<file path="config.mk">
export PLATFORM = sky130hd
export DESIGN_NAME = jpeg_dct_seq
export DESIGN_NICKNAME = d
export VERILOG_FILES = /design/src/rtl/jpeg_dct_seq.sv
export SDC_FILE = /design/constraint.sdc
export NUM_CORES = 1
export LEC_CHECK = 0
export ABC_AREA = 1
export CORE_UTILIZATION = 49
export CTS_CLUSTER_DIAMETER = 100
export DETAILED_ROUTE_END_ITERATION = 6
export PLACE_DENSITY = 0.76
export SYNTH_ARGS = -nofsm -noshare
export SYNTH_HDL_FRONTEND = slang
export SYNTH_SLANG_ARGS = --single-unit
</file>
<file path="constraint.sdc">
create_clock -name clk_i -period 6 [get_ports clk_i]
set_input_delay 1.8 -clock clk_i [delete_from_list [all_inputs] [get_ports clk_i]]
set_output_delay 1.8 -clock clk_i [all_outputs]
set_load 0.05 [all_outputs]
</file>
<file path="src/rtl/jpeg_dct_seq.sv">
// jpeg_dct_seq: block sequencer for the 2-D DCT datapath.
// Row pass: inmem -> DCT -> transpose. Column pass: transpose -> DCT -> quantizer/utmem.
// Every output comes from a flop that is loaded with the decode of the next state.
module jpeg_dct_seq #(
    parameter int unsigned DCT_LAT = 4,
    parameter int unsigned T_LAT   = 1
) (
    input  logic        clk_i,
    input  logic        rst_i,
    input  logic        start_i,
    output logic        busy_o,
    output logic        done_o,
    output logic [15:0] blocks_o,
    output logic [8:0]  rdc_o,
    output logic        x_valid_o,
    output logic        mux1_o,
    output logic        twr_o,
    output logic        trd_o,
    output logic        wren_o,
    output logic [4:0]  wrc_o,
    output logic [1:0]  mux2_o,
    output logic [5:0]  rec_idx_o
);
    localparam int unsigned CNT_W     = 5;
    localparam int unsigned WAIT_LAST = T_LAT + DCT_LAT - 1;
    localparam int unsigned XV_AT     = (T_LAT == 0) ? 0 : T_LAT - 1;

    typedef enum logic [2:0] {
        S_IDLE, S_RPASS, S_RDRAIN, S_CISSUE, S_CWAIT, S_CWRITE, S_DONE
    } state_t;

    state_t             state_q, state_d;
    logic [CNT_W-1:0]   cnt_q, cnt_d;
    logic [2:0]         col_q, col_d;
    logic [2:0]         twr_cnt_q, twr_cnt_d;
    logic [DCT_LAT-1:0] dly_q, dly_d;
    logic [15:0]        blocks_q, blocks_d;
    logic               busy_q, busy_d;
    logic               done_q, done_d;
    logic [3:0]         rdc_q, rdc_d;
    logic               x_valid_q, x_valid_d;
    logic               mux1_q, mux1_d;
    logic               trd_q, trd_d;
    logic               wren_q, wren_d;
    logic [4:0]         wrc_q, wrc_d;
    logic [1:0]         mux2_q, mux2_d;
    logic [5:0]         rec_idx_q, rec_idx_d;

    // Next state, cycle/column counters, and the row-strobe delay line that makes twr.
    always_comb begin
        state_d   = state_q;
        cnt_d     = cnt_q;
        col_d     = col_q;
        twr_cnt_d = dly_q[DCT_LAT-1] ? twr_cnt_q + 3'd1 : twr_cnt_q;
        // Only row-pass strobes (mux1 low) enter the line; column strobes never write transpose.
        dly_d     = DCT_LAT'({dly_q, x_valid_q & ~mux1_q});
        case (state_q)
            S_IDLE: begin
                if (start_i) begin
                    state_d = S_RPASS;
                    cnt_d   = '0;
                    col_d   = '0;
                end
            end
            S_RPASS: begin
                if (cnt_q == CNT_W'(15)) begin
                    state_d = S_RDRAIN;
                    cnt_d   = '0;
                end else begin
                    cnt_d = cnt_q + CNT_W'(1);
                end
            end
            S_RDRAIN: begin
                if (dly_q[DCT_LAT-1] && twr_cnt_q == 3'd7) begin
                    state_d = S_CISSUE;
                end
            end
            S_CISSUE: begin
                state_d = S_CWAIT;
                cnt_d   = '0;
            end
            S_CWAIT: begin
                if (cnt_q == CNT_W'(WAIT_LAST)) begin
                    state_d = S_CWRITE;
                    cnt_d   = '0;
                end else begin
                    cnt_d = cnt_q + CNT_W'(1);
                end
            end
            S_CWRITE: begin
                if (cnt_q == CNT_W'(3)) begin
                    cnt_d = '0;
                    if (col_q == 3'd7) begin
                        state_d = S_DONE;
                    end else begin
                        state_d = S_CISSUE;
                        col_d   = col_q + 3'd1;
                    end
                end else begin
                    cnt_d = cnt_q + CNT_W'(1);
                end
            end
            S_DONE:  state_d = S_IDLE;
            default: state_d = S_IDLE;
        endcase
    end

    // Output decode of the next state so each output flop is valid in the state's own cycle.
    always_comb begin
        busy_d    = (state_d != S_IDLE);
        done_d    = (state_d == S_DONE);
        blocks_d  = done_d ? blocks_q + 16'd1 : blocks_q;
        rdc_d     = (state_d == S_RPASS) ? cnt_d[3:0] : 4'd0;
        mux1_d    = (state_d == S_CISSUE) || (state_d == S_CWAIT);
        trd_d     = (state_d == S_CISSUE);
        wren_d    = (state_d == S_CWRITE);
        wrc_d     = 5'd0;
        mux2_d    = 2'd0;
        rec_idx_d = 6'd0;
        // Row strobe follows each odd inmem address by one cycle (1-cycle RAM latency).
        x_valid_d = (state_q == S_RPASS) && cnt_q[0];
        if (T_LAT == 0) begin
            x_valid_d = x_valid_d || (state_d == S_CISSUE);
        end else begin
            x_valid_d = x_valid_d || ((state_d == S_CWAIT) && (cnt_d == CNT_W'(XV_AT)));
        end
        if (wren_d) begin
            mux2_d    = cnt_d[1:0];
            wrc_d     = {col_d, cnt_d[1:0]};
            rec_idx_d = {col_d, cnt_d[1:0], 1'b0};
        end
    end

    // State and output registers; reset abandons any block in flight.
    always_ff @(posedge clk_i or posedge rst_i) begin
        if (rst_i) begin
            state_q   <= S_IDLE;
            cnt_q     <= '0;
            col_q     <= '0;
            twr_cnt_q <= '0;
            dly_q     <= '0;
            blocks_q  <= '0;
            busy_q    <= 1'b0;
            done_q    <= 1'b0;
            rdc_q     <= '0;
            x_valid_q <= 1'b0;
            mux1_q    <= 1'b0;
            trd_q     <= 1'b0;
            wren_q    <= 1'b0;
            wrc_q     <= '0;
            mux2_q    <= '0;
            rec_idx_q <= '0;
        end else begin
            state_q   <= state_d;
            cnt_q     <= cnt_d;
            col_q     <= col_d;
            twr_cnt_q <= twr_cnt_d;
            dly_q     <= dly_d;
            blocks_q  <= blocks_d;
            busy_q    <= busy_d;
            done_q    <= done_d;
            rdc_q     <= rdc_d;
            x_valid_q <= x_valid_d;
            mux1_q    <= mux1_d;
            trd_q     <= trd_d;
            wren_q    <= wren_d;
            wrc_q     <= wrc_d;
            mux2_q    <= mux2_d;
            rec_idx_q <= rec_idx_d;
        end
    end

    assign busy_o    = busy_q;
    assign done_o    = done_q;
    assign blocks_o  = blocks_q;
    assign rdc_o     = 9'(rdc_q);
    assign x_valid_o = x_valid_q;
    assign mux1_o    = mux1_q;
    assign twr_o     = dly_q[DCT_LAT-1];
    assign trd_o     = trd_q;
    assign wren_o    = wren_q;
    assign wrc_o     = wrc_q;
    assign mux2_o    = mux2_q;
    assign rec_idx_o = rec_idx_q;

endmodule

</file>
# Word-level counts from Yosys, hierarchy flattened

Index checks and enable logic that the tools add are counted.

Bitwise operators: 2
Add/subtract/negate cells: 4
Div/mod/pow operators: 0
Equality and inequality tests: 15
$lt $le $gt $ge: 0
Multiply operators: 0
Shifts and indexed selects: 0
Reduce and logical (&&, ||, !) cells: 8
Multiplexer cells: 20

Operators with widths:

| cell                                                 | count |
|---|---|
| two-way mux 3 bit                                    | 9 |
| two-way mux 5 bit                                    | 5 |
| one-hot mux 5 bit (5 select lines)                   | 1 |
| equality test 3 bit (second input constant)          | 7 |
| one-hot mux 3 bit (6 select lines)                   | 1 |
| adder 16 x 1 -> 16 bit (second input constant)       | 1 |
| equality test 3 x 2 -> 1 bit (second input constant) | 3 |
| adder 3 x 1 -> 3 bit (second input constant)         | 2 |
| equality test 3 x 1 -> 1 bit (second input constant) | 2 |
| two-way mux 6 bit                                    | 1 |
| one-hot mux 3 bit (2 select lines)                   | 1 |
| adder 5 x 1 -> 5 bit (second input constant)         | 1 |
| equality test 5 x 2 -> 1 bit (second input constant) | 1 |
| equality test 5 x 3 -> 1 bit (second input constant) | 1 |
| equality test 5 x 4 -> 1 bit (second input constant) | 1 |
| zero test 5 bit                                      | 1 |
| two-way mux 4 bit                                    | 1 |
| logical AND 1 bit                                    | 3 |
| zero test 3 bit                                      | 1 |
| nonzero test 3 bit                                   | 1 |
| logical OR 1 bit                                     | 2 |
| two-way mux 2 bit                                    | 1 |
| AND 1 bit                                            | 1 |
| NOT 1 bit                                            | 1 |

Bits in read-only memories: 0
Bits in writable memories: 0
Latch bits: 0
Register bits after elaboration: 57
Word-level logic and storage cells: 65
Memories: 0
Output and inout bits: 45
Bits of input ports: 3

# Longest topological paths before layout

Depth in word-level cells: 7
Mapped depth: 14
Depth with buffers taken out: 13

# Worst setup path before layout

Ideal clock, no wire load.

Path kind: input -> register
From: input port start_i
To: register blocks_q[15], in the netlist blocks_o[15]
Library setup time: 0.122 ns
Cell stages on the path: 9
Arrival: 2.701 ns
Slack: 3.177 ns
Path buffers: 1
Path through: nand3_2 -> nand2_1 -> nor2_2 -> nand2_4 -> nor3_4 -> inv_2 -> buf_6 -> nand2_1 -> o21ai_2

Cells in the longest elaborated chain, start to end: 3

Ends and longest elaborated chain:

| item                               | RTL line | RTL |
|---|---|---|
| start, declared                    | 10       | `input logic start_i,` |
| two-way mux 3 bit                  | 59       | `if (start_i) begin` |
| one-hot mux 3 bit (6 select lines) | 57       | `case (state_q)` |
| net state_d[0]                     | 32       | `state_t state_q, state_d;` |
| equality test 3 bit                | 111      | `done_d = (state_d == S_DONE);` |
| end signal, assigned               | 159      | `blocks_q <= blocks_d;` |
| end, declared                      | 37       | `logic [15:0] blocks_q, blocks_d;` |

The timed path passes the listed nets, and every way through them passes these cells.
A chain may end at the register's enable or synchronous reset.

# Final worst setup path

From: register blocks_q[6], in the netlist blocks_o[6]
To: output port blocks_o[6]

RTL lines:

| item          | RTL line | RTL |
|---|---|---|
| end, declared | 13       | `output logic [15:0] blocks_o,` |

No word-level cell between the ends.

==> results.md <==
Clock network:
- The number of clock sinks is 49.
- The maximum clock insertion buffer count is 2.
- The cell sitting at the root of the clock tree is a sky130_fd_sc_hd__clkbuf_8.
- The later pin in the worst-skew pair is clocked with a latency of 0.30 ns.
- In this run the number of H-tree levels came out at 2.
- The CTS buffer count is 5.
- The number of buffers added to fix hold violations after cts is 0.
- Once the clock tree was built, the resizer swapped 0 gates to a different size.
- The CTS clock-pin slew for the worst setup and hold paths is 0.09 ns.
- TritonCTS built the clock tree.
- The number of buffers inserted by post-CTS setup repair is 0.

Power and ir drop:
- Combinational logic burns 44.2% of the power.
- The switching fraction of total power is 44.0%.
- Power spread over the standard cell area amounts to 380 nW/um^2.
- The internal power contribution is 657 uW.
- The static leakage is 0.00151 uW.
- Per report_power, the clock group accounts for 16.2% of the total.
- The worst-case IR drop observed on VDD is 0.229 mV.
- In this run the power spent charging and discharging nets is 516 uW.
- Sequential cells burn 39.6% of the power.

Worst setup path:
- In this run the register-to-register setup slack is 3.14 ns.
- The slowest cell on the critical path is sky130_fd_sc_hd__clkdlybuf4s50_1.
- The critical path goes through clkdlybuf4s50_1.
- The launching element type of the critical path is a flip-flop.
- The worst register-to-register path begins at cnt_q[0].
- The endpoint required time on the critical path is 4.20 ns.
- The worst setup path is captured at an output port.
- The endpoint of the worst register-to-register path is blocks_o[15].
- The arrival time at the worst endpoint is 1.63 ns.
- The delay contributed by the slowest stage of the critical path is 0.85 ns.
- The number of cells on the worst reg-to-reg path is 13.
- The type of the setup path with the least slack is reg2out.
- The number of buffers and inverters on the critical path is 1.
- In this design, the largest share of critical-path delay is due to buffers and inverters.
- In this run the worst path has a maximum fanout of 6.

STA:
- Dividing the final minimum period by the clock period gives 57.1%.
- The final number of max-transition violations was 0.
- The number of hold violations in the final report is 0.
- Setup repair after global routing left no endpoint under its margin.
- The relative max-transition margin is 35.2%.
- In the final timing run, aggregate negative setup slack is 0 ns.
- On the final layout, the worst clock skew is 0.00615 ns.
- The shortest clock period the worst path allows after layout is 3.43 ns.
- The top achievable clock speed is 292 MHz.
- Setup violations remaining at the end of the flow were counted as 0.
- The pin slew with the least headroom to its limit is 0.970 ns.

Placement:
- The half-perimeter wire length of the detailed placement result is 3610 um.
- Once placement finished, the instance area stood at 3000 um^2.
- At the end of routability-driven placement, the weighted congestion stood at 0.869.
- The number of buffers added on ports is 41.

Global routing:
- The wire length of the first global-routing pass is 7990 um.
- The number of global-route vias before repair is 1,809.
- The pin count of the biggest net entering global routing is 50.
- The total routing usage reported by global routing is 18.8%.
- The initial antenna violation count is 0.
- The residual overflow from global routing is 0.

Route:
- For this run, the detailed router's first-pass iteration total came to 4.
- Across all layers, the routed design uses 1,999 vias.
- The total wire length is 4780 um.
- The number of DRC markers after the initial detailed-route iteration is 94.
- After detailed routing, the average wire length per cell comes to 11.6 um.
- After detailed routing, the number of remaining DRC violations is 0.
- The count of nets left with antenna violations once routing finished came out at 0.
- The via-per-instance ratio is 4.85.

Finish:
- The post-layout net count is 352.
- The number of fillers in the final layout is 470.
- Leaving out fill and tap cells, the most frequent cells in the layout are sky130_fd_sc_hd__nand2_1 (77), sky130_fd_sc_hd__dfrtp_1 (49), sky130_fd_sc_hd__clkdlybuf4s50_1 (41).
- The post-route standard cell area excluding fillers is 3080 um^2.
- Summing all flip-flop and latch instances after layout gives 1230 um^2.
- The share of layout cells above drive strength 1 is 10.8%.
- Relative to the synthesized area, the layout overhead comes to 18.8%.
- The diode insertion count for antenna repair is 0.
- The area used by multi-input combinational logic is 1110 um^2.
- Leaving out fill and tap cells, the most frequent cell in the layout is sky130_fd_sc_hd__nand2_1.

Logic synthesis:
- Of all flip-flops after synthesis, the portion carrying an async set or reset was 100%.
- After Yosys synthesis, full adders, half adders and majority gates account for 3.86% of the synthesized area.
- The dominant combinational cell family by area after synthesis is simple AND/OR/NAND/NOR gates.
- The number of synthesized flops with an enable pin is 0.
- The count of mapped cells out of synthesis is 303.
- The most used flip-flop cell after synthesis is sky130_fd_sc_hd__dfrtp_1.
- The cell area after synthesis is 2600 um^2.
- Dividing the synthesized area by the synthesized cell count gives 8.57 um^2.
- The basic-gate share of the synthesized area counting and, or, nand and nor cells is 27.9%.
- The synthesized netlist devotes 4.39% of its cell area to compound gates.
- The post-synthesis mux area share is 0.867%.
- After synthesis the netlist holds a flip-flop and latch count of 49.
- The register area share after synthesis is 47.2%.
- After Yosys synthesis, XOR and XNOR cells account for 5.06% of the synthesized area.
- For this run, the number of Yosys warnings is 0.
- The number of distinct standard cells referenced by the synthesized netlist is 32.

Job:
- The max-capacitance violation count is 0.

Die:
- The region available for standard cell placement spans 5110 um^2.
- The number of top-level design ports is 48.
- The count of standard-cell rows is 26.
- The die area is 5590 um^2.
- The effective utilization at floorplan is 50.8%.
- The die span in y is 74.8 um.
- The die is 74.8 um wide.

Worst hold path:
- In this run the most critical hold path is launched from dly_q[1].
- The classification of the worst-slack hold path is reg2reg.
- The worst hold path cell count is 0.
- The hold-critical path endpoint is dly_q[2].

Status:
- The flow ran to the end, and the final reports show no timing, DRC or antenna violations.
## cell families after synthesis
| logic type | after synthesis |
|---|---|
| adders and majority gates | 8 |
| DFF | 49 |
| xor gates and xnor gates | 15 |
| other | 1 |
| buffers and inverters | 57 |
| AOI/OAI and AO/OA | 16 |
| muxes | 2 |
| and+or+nand+nor | 155 |
## flip-flops by register name, indices dropped and copies added (netlist names), 3 cells and up
register	count
col_q	3
cnt_q	5
twr_cnt_q	3
state_q	3
dly_q	4
rec_idx_o	4
rdc_q	4
blocks_o	16
## synth_stat cells, types with 2 or more instances
cell type / n / area, um^2
sky130_fd_sc_hd__inv_1: 34 / 128
sky130_fd_sc_hd__xnor2_1: 8 / 70.1
sky130_fd_sc_hd__nor3_4: 2 / 32.5
sky130_fd_sc_hd__buf_4: 14 / 105
sky130_fd_sc_hd__nor3_1: 9 / 45.0
sky130_fd_sc_hd__nand3_1: 20 / 100
sky130_fd_sc_hd__o21ai_1: 4 / 20.0
sky130_fd_sc_hd__nor2_2: 5 / 31.3
sky130_fd_sc_hd__o21ai_2: 3 / 26.3
sky130_fd_sc_hd__inv_2: 8 / 30.0
sky130_fd_sc_hd__nand4_1: 5 / 31.3
sky130_fd_sc_hd__nand3b_1: 4 / 30.0
sky130_fd_sc_hd__nor2_1: 25 / 93.8
sky130_fd_sc_hd__xor2_1: 7 / 61.3
sky130_fd_sc_hd__nand3_2: 3 / 30.0
sky130_fd_sc_hd__nand2_1: 77 / 289
sky130_fd_sc_hd__mux2_2: 2 / 22.5
sky130_fd_sc_hd__dfrtp_1: 49 / 1230
sky130_fd_sc_hd__ha_1: 8 / 100
sky130_fd_sc_hd__nand2_2: 2 / 12.5
sky130_fd_sc_hd__o21ai_0: 3 / 15.0
## through the flow
stage / power, uW / utilization [%] / std cells / hold WS [ns] / worst slack, ns
finish: 1170 / 60.4 / 412 / 0.354 / 2.57
global placement: 979 / 58.7 / 404 / 0.334 / 2.37
detailed placement: 992 / 58.7 / 404 / 0.336 / 2.27
CTS: 1180 / 60.4 / 412 / 0.357 / 2.56
global route: 1260 / 60.4 / 412 / 0.363 / 2.44
floorplan: 860 / - / 308 / 0.331 / 3.03
## worst max path at each step
stage,to,start,cells after the start
after floorplan,blocks_o[0],rst_i,1
after global placement,blocks_o[15],start_i,9
after detailed placement,blocks_o[15],start_i,9
after CTS,blocks_o[6],blocks_o[6],1
after global routing,blocks_o[15],start_i,9
final,blocks_o[6],blocks_o[6],1
## final cells by class
class	count	area share, %
repair buffers	41	13.3
multi-input cells	202	36.1
well taps	70	2.84
inverters	42	5.11
clock inverters	2	0.487
clock buffers	6	2.35
flip-flops and latches	49	39.8
## power by group through the flow
stage | Clock (uW) | Sequential [uW] | Combinational (uW)
2_1_floorplan | 0 | 564 | 296
3_3_place_gp | 0 | 469 | 511
3_5_place_dp | 0 | 472 | 520
4_1_cts | 197 | 465 | 521
5_1_grt | 212 | 476 | 574
6_report | 190 | 465 | 518
## per-layer routing
| metal | global-route usage (%) | routed length (um) | up-vias |
|---|---|---|---|
| met1 | 25.0 | 2280 | 941 |
| met4 | 7.13 | 22 | 0 |
| met5 | 0 | 0 | - |
| met2 | 30.3 | 2260 | 50 |
| met3 | 4.02 | 219 | 2 |
| li1 | - | - | 1006 |
(Power assumes the default switching activity.)
